[config.mk]
export PLATFORM = sky130hd
export DESIGN_NAME = serdes_rx_framer
export DESIGN_NICKNAME = d
export VERILOG_FILES = /design/src/rtl/serdes_rx_pkg.sv /design/src/rtl/serdes_rx_fifo.sv /design/src/rtl/serdes_rx_framer.sv
export SDC_FILE = /design/constraint.sdc
export NUM_CORES = 1
export LEC_CHECK = 0
export CAP_MARGIN = 20
export CELL_PAD_IN_SITES_DETAIL_PLACEMENT = 0
export CELL_PAD_IN_SITES_GLOBAL_PLACEMENT = 2
export CORE_ASPECT_RATIO = 0.7
export CORE_MARGIN = 8
export CORE_UTILIZATION = 49
export CTS_BUF_LIST = sky130_fd_sc_hd__clkbuf_16
export DETAILED_ROUTE_END_ITERATION = 8
export GPL_TIMING_DRIVEN = 0
export PLACE_DENSITY = 0.84
export SYNTH_ARGS = -nofsm -noshare
export SYNTH_HDL_FRONTEND = slang
export SYNTH_SLANG_ARGS = --single-unit
[constraint.sdc]
create_clock -name clkdiv -period 6.3 [get_ports clkdiv]
set_input_delay 0.945 -clock clkdiv [delete_from_list [all_inputs] [get_ports clkdiv]]
set_output_delay 0.945 -clock clkdiv [all_outputs]
set_load 0.05 [all_outputs]
[src/rtl/serdes_rx_pkg.sv]
// rtl/serdes_rx_pkg.sv - shared state encoding and thresholds for the serdes receive framer
package serdes_rx_pkg;

  typedef enum logic [2:0] {
    CHECK   = 3'd0,
    SLIP    = 3'd1,
    WAIT    = 3'd2,
    HUNT    = 3'd3,
    LEN     = 3'd4,
    PAYLOAD = 3'd5,
    CSUM    = 3'd6
  } state_t;

  localparam int BAD_LIMIT  = 4;
  localparam int SLIP_LIMIT = 8;

endpackage

[src/rtl/serdes_rx_fifo.sv]
// rtl/serdes_rx_fifo.sv - first-word fall-through payload FIFO with a registered head word
module serdes_rx_fifo #(
  parameter int DEPTH = 16,
  parameter int WIDTH = 9
) (
  input  logic             clkdiv,
  input  logic             rst_n,
  input  logic             push,
  input  logic [WIDTH-1:0] din,
  output logic             full,
  input  logic             pop,
  output logic [WIDTH-1:0] dout,
  output logic             empty
);

  localparam int AW = $clog2(DEPTH);
  localparam int CW = AW + 1;

  logic [WIDTH-1:0] mem [DEPTH];
  logic [AW-1:0]    wr_ptr;
  logic [AW-1:0]    rd_ptr;
  logic [CW-1:0]    count;
  logic [WIDTH-1:0] head;
  logic             push_ok;
  logic             pop_ok;

  assign empty   = (count == '0);
  assign full    = (count == CW'(DEPTH));
  assign pop_ok  = pop && !empty;
  assign push_ok = push && (!full || pop_ok);
  assign dout    = head;

  always_ff @(posedge clkdiv) begin
    if (push_ok) begin
      mem[wr_ptr] <= din;
    end
  end

  // head is a register so dout resets to zero and holds its value once the FIFO drains
  always_ff @(posedge clkdiv or negedge rst_n) begin
    if (!rst_n) begin
      wr_ptr <= '0;
      rd_ptr <= '0;
      count  <= '0;
      head   <= '0;
    end else begin
      if (push_ok) begin
        wr_ptr <= wr_ptr + 1'b1;
      end
      if (pop_ok) begin
        rd_ptr <= rd_ptr + 1'b1;
      end
      case ({push_ok, pop_ok})
        2'b10:   count <= count + 1'b1;
        2'b01:   count <= count - 1'b1;
        default: count <= count;
      endcase
      if (pop_ok) begin
        if (count > CW'(1)) begin
          head <= mem[rd_ptr + 1'b1];
        end else if (push_ok) begin
          head <= din;
        end
      end else if (empty && push_ok) begin
        head <= din;
      end
    end
  end

endmodule

[src/rtl/serdes_rx_framer.sv]
// rtl/serdes_rx_framer.sv - bitslip word aligner and SOF/length/payload/checksum frame extractor
module serdes_rx_framer
  import serdes_rx_pkg::*;
#(
  parameter logic [7:0] TRAIN_PATTERN = 8'h0E,
  parameter int         LOCK_COUNT    = 4,
  parameter int         SLIP_WAIT     = 3,
  parameter logic [7:0] SOF           = 8'hA5,
  parameter int         FIFO_DEPTH    = 16
) (
  input  logic       clkdiv,
  input  logic       rst_n,
  input  logic [7:0] q,
  output logic       bitslip,
  output logic       locked,
  output logic       align_fail,
  output logic [7:0] m_data,
  output logic       m_last,
  output logic       m_valid,
  input  logic       m_ready,
  output logic       frame_err,
  output logic       overflow
);

  localparam logic [3:0] LOCK_LAST = 4'(LOCK_COUNT - 1);
  localparam logic [7:0] WAIT_LAST = 8'(SLIP_WAIT - 1);
  localparam logic [2:0] BAD_LAST  = 3'(BAD_LIMIT - 1);
  localparam logic [2:0] SLIP_LAST = 3'(SLIP_LIMIT - 1);

  state_t     state;
  state_t     state_nxt;
  logic [3:0] match_cnt;
  logic [2:0] slip_cnt;
  logic [7:0] wait_cnt;
  logic [2:0] bad_cnt;
  logic [7:0] len;
  logic [7:0] sum;
  logic [7:0] byte_cnt;
  logic       is_train;
  logic       is_sof;
  logic       last_byte;
  logic       push;
  logic       fifo_full;
  logic       fifo_empty;
  logic [8:0] fifo_dout;

  assign is_train  = (q == TRAIN_PATTERN);
  assign is_sof    = (q == SOF);
  assign last_byte = (byte_cnt == len - 8'd1);

  always_ff @(posedge clkdiv or negedge rst_n) begin
    if (!rst_n) begin
      state <= CHECK;
    end else begin
      state <= state_nxt;
    end
  end

  always_comb begin
    state_nxt = state;
    case (state)
      CHECK: begin
        if (!is_train) begin
          state_nxt = SLIP;
        end else if (match_cnt == LOCK_LAST) begin
          state_nxt = HUNT;
        end
      end
      SLIP:    state_nxt = WAIT;
      WAIT: begin
        if (wait_cnt == WAIT_LAST) begin
          state_nxt = CHECK;
        end
      end
      HUNT: begin
        if (is_sof) begin
          state_nxt = LEN;
        end else if (!is_train && bad_cnt == BAD_LAST) begin
          state_nxt = CHECK;
        end
      end
      LEN:     state_nxt = (q == 8'h00) ? HUNT : PAYLOAD;
      PAYLOAD: begin
        if (last_byte) begin
          state_nxt = CSUM;
        end
      end
      CSUM:    state_nxt = HUNT;
      default: state_nxt = CHECK;
    endcase
  end

  always_comb begin
    bitslip = (state == SLIP);
    locked  = (state == HUNT) || (state == LEN) || (state == PAYLOAD) || (state == CSUM);
    push    = (state == PAYLOAD);
  end

  // counters, checksum and the registered one-cycle pulses
  always_ff @(posedge clkdiv or negedge rst_n) begin
    if (!rst_n) begin
      match_cnt  <= '0;
      slip_cnt   <= '0;
      wait_cnt   <= '0;
      bad_cnt    <= '0;
      len        <= '0;
      sum        <= '0;
      byte_cnt   <= '0;
      align_fail <= 1'b0;
      frame_err  <= 1'b0;
      overflow   <= 1'b0;
    end else begin
      align_fail <= 1'b0;
      frame_err  <= 1'b0;
      case (state)
        CHECK: begin
          match_cnt <= is_train ? match_cnt + 4'd1 : 4'd0;
        end
        SLIP: begin
          slip_cnt   <= slip_cnt + 3'd1;
          align_fail <= (slip_cnt == SLIP_LAST);
        end
        WAIT: begin
          wait_cnt <= (wait_cnt == WAIT_LAST) ? 8'd0 : wait_cnt + 8'd1;
        end
        HUNT: begin
          if (is_train || is_sof) begin
            bad_cnt <= '0;
          end else if (bad_cnt == BAD_LAST) begin
            bad_cnt   <= '0;
            match_cnt <= '0;
          end else begin
            bad_cnt <= bad_cnt + 3'd1;
          end
        end
        LEN: begin
          len       <= q;
          sum       <= q;
          byte_cnt  <= '0;
          frame_err <= (q == 8'h00);
        end
        PAYLOAD: begin
          sum      <= sum + q;
          byte_cnt <= byte_cnt + 8'd1;
        end
        CSUM: begin
          frame_err <= (q != sum);
        end
        default: begin
        end
      endcase
      // a full FIFO only accepts the byte when the consumer pops in the same cycle
      if (push && fifo_full && !m_ready) begin
        overflow <= 1'b1;
      end
    end
  end

  serdes_rx_fifo #(
    .DEPTH (FIFO_DEPTH),
    .WIDTH (9)
  ) u_fifo (
    .clkdiv (clkdiv),
    .rst_n  (rst_n),
    .push   (push),
    .din    ({last_byte, q}),
    .full   (fifo_full),
    .pop    (m_ready),
    .dout   (fifo_dout),
    .empty  (fifo_empty)
  );

  assign m_data  = fifo_dout[7:0];
  assign m_last  = fifo_dout[8];
  assign m_valid = !fifo_empty;

endmodule
# Word-level counts from Yosys, hierarchy flattened
# Memories as Yosys holds them, arrays and structs flattened.
# Index checks and enable logic that the tools add are counted.
# totals
wordCells	103
memories	1
register_bits	70
out_inout_bits	15
in_bits	11
ram_bits	144
# classes
n_lt_le_gt_ge	1
n_reduce_logical	25
n_mux	26
add_sub_neg	11
n_eq_ne	24
# mem_list
name	words	word_bits	rd	rd_clocked_by_memory_dff	wr	line	source
u_fifo.mem	16	9	1	0	1	serdes_rx_fifo.sv:19	logic [WIDTH-1:0] mem [DEPTH];
# op_table
cell	count
9-bit two-way mux	4
8-bit one-hot mux with 2 select lines	2
3-bit two-way mux	9
3-bit one-hot mux with 7 select lines	1
8-bit by 1-bit adder with 8-bit output (second input constant)	2
4-bit by 1-bit adder with 4-bit output (second input constant)	3
3-bit == test (second input constant)	4
4-bit two-way mux	3
5-bit one-hot mux with 2 select lines	1
3-bit by 2-bit == test with 1-bit output (second input constant)	3
8-bit adder	1
8-bit by 2-bit == test with 1-bit output (second input constant)	1
8-bit by 4-bit == test with 1-bit output (second input constant)	1
8-bit == test	1
8-bit == test (second input constant)	1
8-bit zero test	1
8-bit two-way mux	1
2-bit != test (second input constant)	4
8-bit != test	1
4-bit one-hot mux with 2 select lines	1
2-bit nonzero test	4
8-bit by 1-bit subtractor with 8-bit output (second input constant)	1
3-bit by 1-bit adder with 3-bit output (second input constant)	2
1-bit logical AND	6
19 further kinds	29

# Logic depth before layout (Yosys ltp)
# logic_depth
depth_word	8
mapped_depth	9
depth_no_buf	9

# By module
# Synthesis repeated with hierarchy kept, for this count alone.
# hier_totals
hier_cells	693
hier_area_um2	9983.3
# by_module_without_submodules
mod	area_each_um2	seq_area_each_um2	n_inst	cells_per_inst
serdes_rx_fifo	7005.5	4874.7	1	376
serdes_rx_framer	2977.9	1201.2	1	317

# Worst setup path before layout
# Ideal clock, no wire load.
# synth_timing
path_kind	input port to flip-flop
startpoint	input q[7]
endpoint	register state[0]
slack_ps	3262
setup_time_ps	126
stages	8
t_arrival_ps	2912
n_path_buf	2
required_time_ps	6174
cell_sequence	buf_6 -> or3_4 -> or4_4 -> or4_4 -> buf_6 -> nor2_4 -> nor2_1 -> a221o_1
# synth_via
elab_chain_cells	5
word_cells_on_any_way	10
classes_between	eq/ne (4); mux (3); reduce/logical (3)
# synth_rtl
element	line	source
from (decl)	serdes_rx_framer.sv:13	input logic [7:0] q,
8-bit by 4-bit == test with 1-bit output	serdes_rx_framer.sv:47	assign is_train = (q == TRAIN_PATTERN);
1-bit zero test	serdes_rx_framer.sv:78	end else if (!is_train && bad_cnt == BAD_LAST) begin
1-bit logical AND	serdes_rx_framer.sv:78	
3-bit != test (no source line)	--	
4-bit AND reduction (no source line)	--	
to (signal assigned)	serdes_rx_framer.sv:55	state <= state_nxt;
to (decl)	serdes_rx_framer.sv:30	state_t state;
# Parallel ways exist; a longest one is shown, timed or not.
# A chain may end at the register's enable or synchronous reset.

# Worst setup path in the final report
# layout_timing
startpoint	register state[0]
endpoint	output bitslip
# layout_via
elab_chain_cells	1
# layout_rtl
element	line	source
3-bit by 1-bit == test with 1-bit output	serdes_rx_framer.sv:94	bitslip = (state == SLIP);
to (decl)	serdes_rx_framer.sv:14	output logic bitslip,
# Every way passes these cells.

==> summary by stage <==
Clocking
The post-CTS setup buffer count is 0. The clock root buffer is sky130_fd_sc_hd__clkbuf_16. The maximum clock path buffer count is 3. In this run, post-CTS hold repair placed 0 buffers. The clock tree from TritonCTS is yes.

The number of instances resized during post-cts repair is 0. CTS built an H-tree with a depth of 1. At the later pin of the worst-skew pair, clock insertion delay measures 0.50 ns. The clock sink total is 214. The number of clock buffers added by TritonCTS is 22. Clock-pin slew was measured on the worst setup and hold paths at 0.06 ns.

GRT
Entering global routing, the biggest net connects 65 pins. The total congestion overflow is 0. The wire length of the first global-routing pass is 34,000 µm. The via count of the first global-routing pass is 5,892.

The number of antenna violations at the first check in global routing was 0. In the global route stage, overall resource usage came out at 0.180.

Layout
In the final layout, the share of cells above drive strength 1 is 0.134. The commonest non-fill, non-tap cell in the layout is sky130_fd_sc_hd__edfxtp_1. The final cell count without fillers is 968. Leaving out fill and tap cells, the most frequent cells in the layout are sky130_fd_sc_hd__edfxtp_1, sky130_fd_sc_hd__dfrtp_1, sky130_fd_sc_hd__nand2_1.

The number of antenna diodes in the final layout is 0. The synthesis-to-finish area growth is 14.1%. The net total in the final layout is 746.

Floorplanning
The placeable core region is 0.0189 mm². The area of the die is 0.0241 mm². The die span in x is 182 µm.

The die is 132 µm tall. For this design the top-level I/O count stands at 26. The standard-cell row count is 42. For this configuration, the core starts out at a cell density of 0.501.

Logic synthesis
By area, the combinational part of the netlist is dominated by multiplexers. Counting flops and latches in the post-synthesis netlist gives 214. The count of yosys warnings during synthesis is 0.

The average instance in the mapped netlist occupies 14.4 µm². The number of different library cells in the post-synthesis netlist is 56. The post-synthesis share of cell area spent on full adders, half adders and majority gates is 0.0338. The share of the synthesized netlist area taken by xor and xnor gates is 0.0323.

The number of nets produced by synthesis is 693. For this run, the register share of the synthesized area comes to 0.641. Of the total synthesized cell area, the portion taken by AND, OR, NAND and NOR gates is 0.0944. Counting every instance in the synthesized netlist gives 657. The compound-cell area share of the yosys netlist came to 0.0684. Among all flip-flop cells after synthesis, the most frequent one is sky130_fd_sc_hd__edfxtp_1. Yosys mapped a number of flops with a built-in enable equal to 144. The async set or reset register ratio after synthesis is 0.327. The mapped netlist covers 0.00948 mm². After synthesis, the share of cell area in mux cells is 0.111.

Routing
For this run, the detailed router's first-pass iteration total came to 5. The initial DRC count is 437. The final layout contains routed wiring with a total length of 21,300 µm.

The number of routed nets with antenna violations is 0. For this run, design rule violations remaining after detail routing come to 0. Using the TritonRoute via totals, the vias-per-cell ratio works out to 5.92. The detailed router placed 5,729 vias in this run. The average wire length per cell after detail routing is 22.0 µm.

Setup path
The worst setup path is captured at a primary output. The endpoint of the lowest-slack register-to-register path is u_fifo.mem[7][0]$_DFFE_PP_. On the critical path the largest part of the delay comes from buffers and inverters. The launch point of the worst reg-to-reg path is state[0]$_DFFE_PN0P_. In this design, the stage delay of the slowest critical-path cell is 0.93 ns. Measured in cells, the most critical reg-to-reg path has a length of 7. The cell at the slowest stage of the critical path is sky130_fd_sc_hd__clkdlybuf4s50_1. Walking the worst path, the cells encountered are clkbuf_1 > inv_1 > nor3_1 > clkdlybuf4s50_1. Data on the critical path is required at its endpoint by 5.35 ns. The signal arrival time at the worst endpoint is 2.78 ns. The maximum fanout along the worst path is 9. The startpoint type of the worst setup path is a register. The setup slack on the worst flop-to-flop path is 2.60 ns.

The number of buffers and inverters on the critical path is 3. The worst setup path is of the reg -> out kind.

Placed design
In this run, placement finished with an instance count of 925. The count of buffers added on input and output ports is 25. The wire-length estimate of the detail-placed layout is 14,400 µm. The final RePlAce weighted congestion is 0.759.

Timing
The final-report hold violation count came to 0. The final sum of negative setup slack is 0 ns. The headroom to the max-slew limit is 0.273.

For the pin with the worst max-slew slack, the measured transition is 1.09 ns. Static timing analysis puts the maximum clock frequency at 0.268 GHz. In the finished design, the share of the clock period the worst path needs comes to 0.592.

Hold timing on the final database bottoms out at a slack of 0.259 ns. The worst path in the final design needs a cycle of 3.73 ns, including I/O delays and setup. Setup repair after global routing left no endpoint under its margin. On the final layout, the worst clock skew is 0.00945 ns. The total count of max-transition violations in the final report came to 0.

Setup violations remaining at the end of the flow were counted as 0.

Run
Across the run, the number of max-cap violations was 0.

Power
The ratio of total power to cell area is 416 mW/mm². The largest voltage drop on the vdd net is 205 µV. The total leakage power is 0.00396 µW.

Status
The flow ran to the end, and the final reports show no timing, DRC or antenna violations.

Worst hold path
The path class of the tightest hold or removal check is in -> async.
## power breakdown
group / leakage (µW) / internal, µW / switching (µW) / total, µW
combinational: 0.00144 / 637 / 883 / 1520
sequential: 0.00216 / 1610 / 100 / 1720
clock: 0.000357 / 743 / 526 / 1270
total: 0.00396 / 2990 / 1510 / 4500
## logic make-up (layout without fill, tap and decap cells)
| group | Yosys count | after routing |
|---|---|---|
| DFF | 214 | 214 |
| and+or+nand+nor | 180 | 180 |
| AOI/OAI and AO/OA | 100 | 100 |
| muxes | 59 | 59 |
| buffers and inverters | 44 | 113 |
| xor gates and xnor gates | 35 | 35 |
| adders and majority gates | 25 | 25 |
## worst max path at each step
| stage | end | slack [ns] | depth (start not counted) | from |
|---|---|---|---|---|
| floorplan | state[0]$_DFFE_PN0P_ | 3.26 | 8 | q[7] |
| detailed placement | state[0]$_DFFE_PN0P_ | 2.10 | 8 | q[0] |
| global placement | match_cnt[0]$_DFFE_PN0P_ | 1.57 | 1 | rst_n |
| CTS | bitslip | 2.55 | 4 | state[0]$_DFFE_PN0P_ |
| finish | bitslip | 2.57 | 4 | state[0]$_DFFE_PN0P_ |
| global route | m_valid | 2.31 | 5 | u_fifo.count[1]$_DFFE_PN0P_ |
## registers in the layout, summed over array words and instances, names as in the netlist
register,count
u_fifo.wr_ptr,4
wait_cnt,8
align_fail,1
slip_cnt,3
match_cnt,4
u_fifo.mem,144
bad_cnt,3
u_fifo.count,5
u_fifo.rd_ptr,4
overflow,1
state,3
len,8
frame_err,1
byte_cnt,8
sum,8
u_fifo.dout,9
## through the flow
stage / area, µm² / setup slack, ns / total power, µW / util
3_5_place_dp: 10100 / 2.10 / 3250 / 0.533
2_1_floorplan: 9480 / 3.26 / 2800 / -
5_1_grt: 10800 / 2.31 / 4720 / 0.572
4_1_cts: 10800 / 2.55 / 4530 / 0.570
3_3_place_gp: 10000 / 1.57 / 3210 / 0.530
6_report: 10800 / 2.57 / 4500 / 0.572
## per-layer routing
metal | global-route usage | share of wire | vias to the layer above
li1 | - | - | 2608
met1 | 0.273 | 0.48 | 2914
met2 | 0.270 | 0.44 | 184
met3 | 0.0286 | 0.068 | 23
met4 | 0.0318 | 0.012 | 0
met5 | 0 | 0 | -
## final cells by class
type / count / area (µm²)
buffer: 25 / 111
clock buffer: 23 / 576
clock inverter: 17 / 130
fill: 1513 / 8100
inverter: 19 / 71.3
multi-input combinational: 399 / 3240
sequential: 214 / 6080
tap: 242 / 303
timing repair buffer: 29 / 305
## cells in the mapped netlist, types with 3 or more instances
| library cell | count | share of area |
|---|---|---|
| sky130_fd_sc_hd__a21oi_1 | 11 | 0.0058 |
| sky130_fd_sc_hd__buf_1 | 6 | 0.0024 |
| sky130_fd_sc_hd__o211ai_1 | 7 | 0.0055 |
| sky130_fd_sc_hd__edfxtp_1 | 144 | 0.46 |
| sky130_fd_sc_hd__clkbuf_1 | 15 | 0.0059 |
| sky130_fd_sc_hd__dfrtp_1 | 70 | 0.18 |
| sky130_fd_sc_hd__xnor2_1 | 23 | 0.021 |
| sky130_fd_sc_hd__nand2b_1 | 8 | 0.0053 |
| sky130_fd_sc_hd__nor3_1 | 17 | 0.0090 |
| sky130_fd_sc_hd__a31oi_1 | 4 | 0.0026 |
| sky130_fd_sc_hd__nor4b_1 | 4 | 0.0037 |
| sky130_fd_sc_hd__mux4_2 | 36 | 0.086 |
| sky130_fd_sc_hd__xor2_1 | 12 | 0.011 |
| sky130_fd_sc_hd__o221ai_1 | 3 | 0.0028 |
| sky130_fd_sc_hd__ha_1 | 24 | 0.032 |
| sky130_fd_sc_hd__o22ai_1 | 4 | 0.0026 |
| sky130_fd_sc_hd__nand3_1 | 20 | 0.011 |
| sky130_fd_sc_hd__o21ai_1 | 5 | 0.0026 |
| sky130_fd_sc_hd__inv_1 | 19 | 0.0075 |
| sky130_fd_sc_hd__mux2i_1 | 16 | 0.017 |
| sky130_fd_sc_hd__nand2_1 | 59 | 0.023 |
| sky130_fd_sc_hd__nor2b_1 | 5 | 0.0033 |
| sky130_fd_sc_hd__a21o_1 | 11 | 0.0087 |
| sky130_fd_sc_hd__nor2_1 | 34 | 0.013 |
| sky130_fd_sc_hd__or3_1 | 3 | 0.0020 |
| sky130_fd_sc_hd__nor3b_1 | 4 | 0.0032 |
| sky130_fd_sc_hd__nor4_1 | 5 | 0.0033 |
| sky130_fd_sc_hd__nand4_1 | 6 | 0.0040 |
| sky130_fd_sc_hd__a22oi_1 | 9 | 0.0071 |
| sky130_fd_sc_hd__o21ai_0 | 30 | 0.016 |
| sky130_fd_sc_hd__mux2_2 | 7 | 0.0083 |
(Power assumes the default switching activity.)
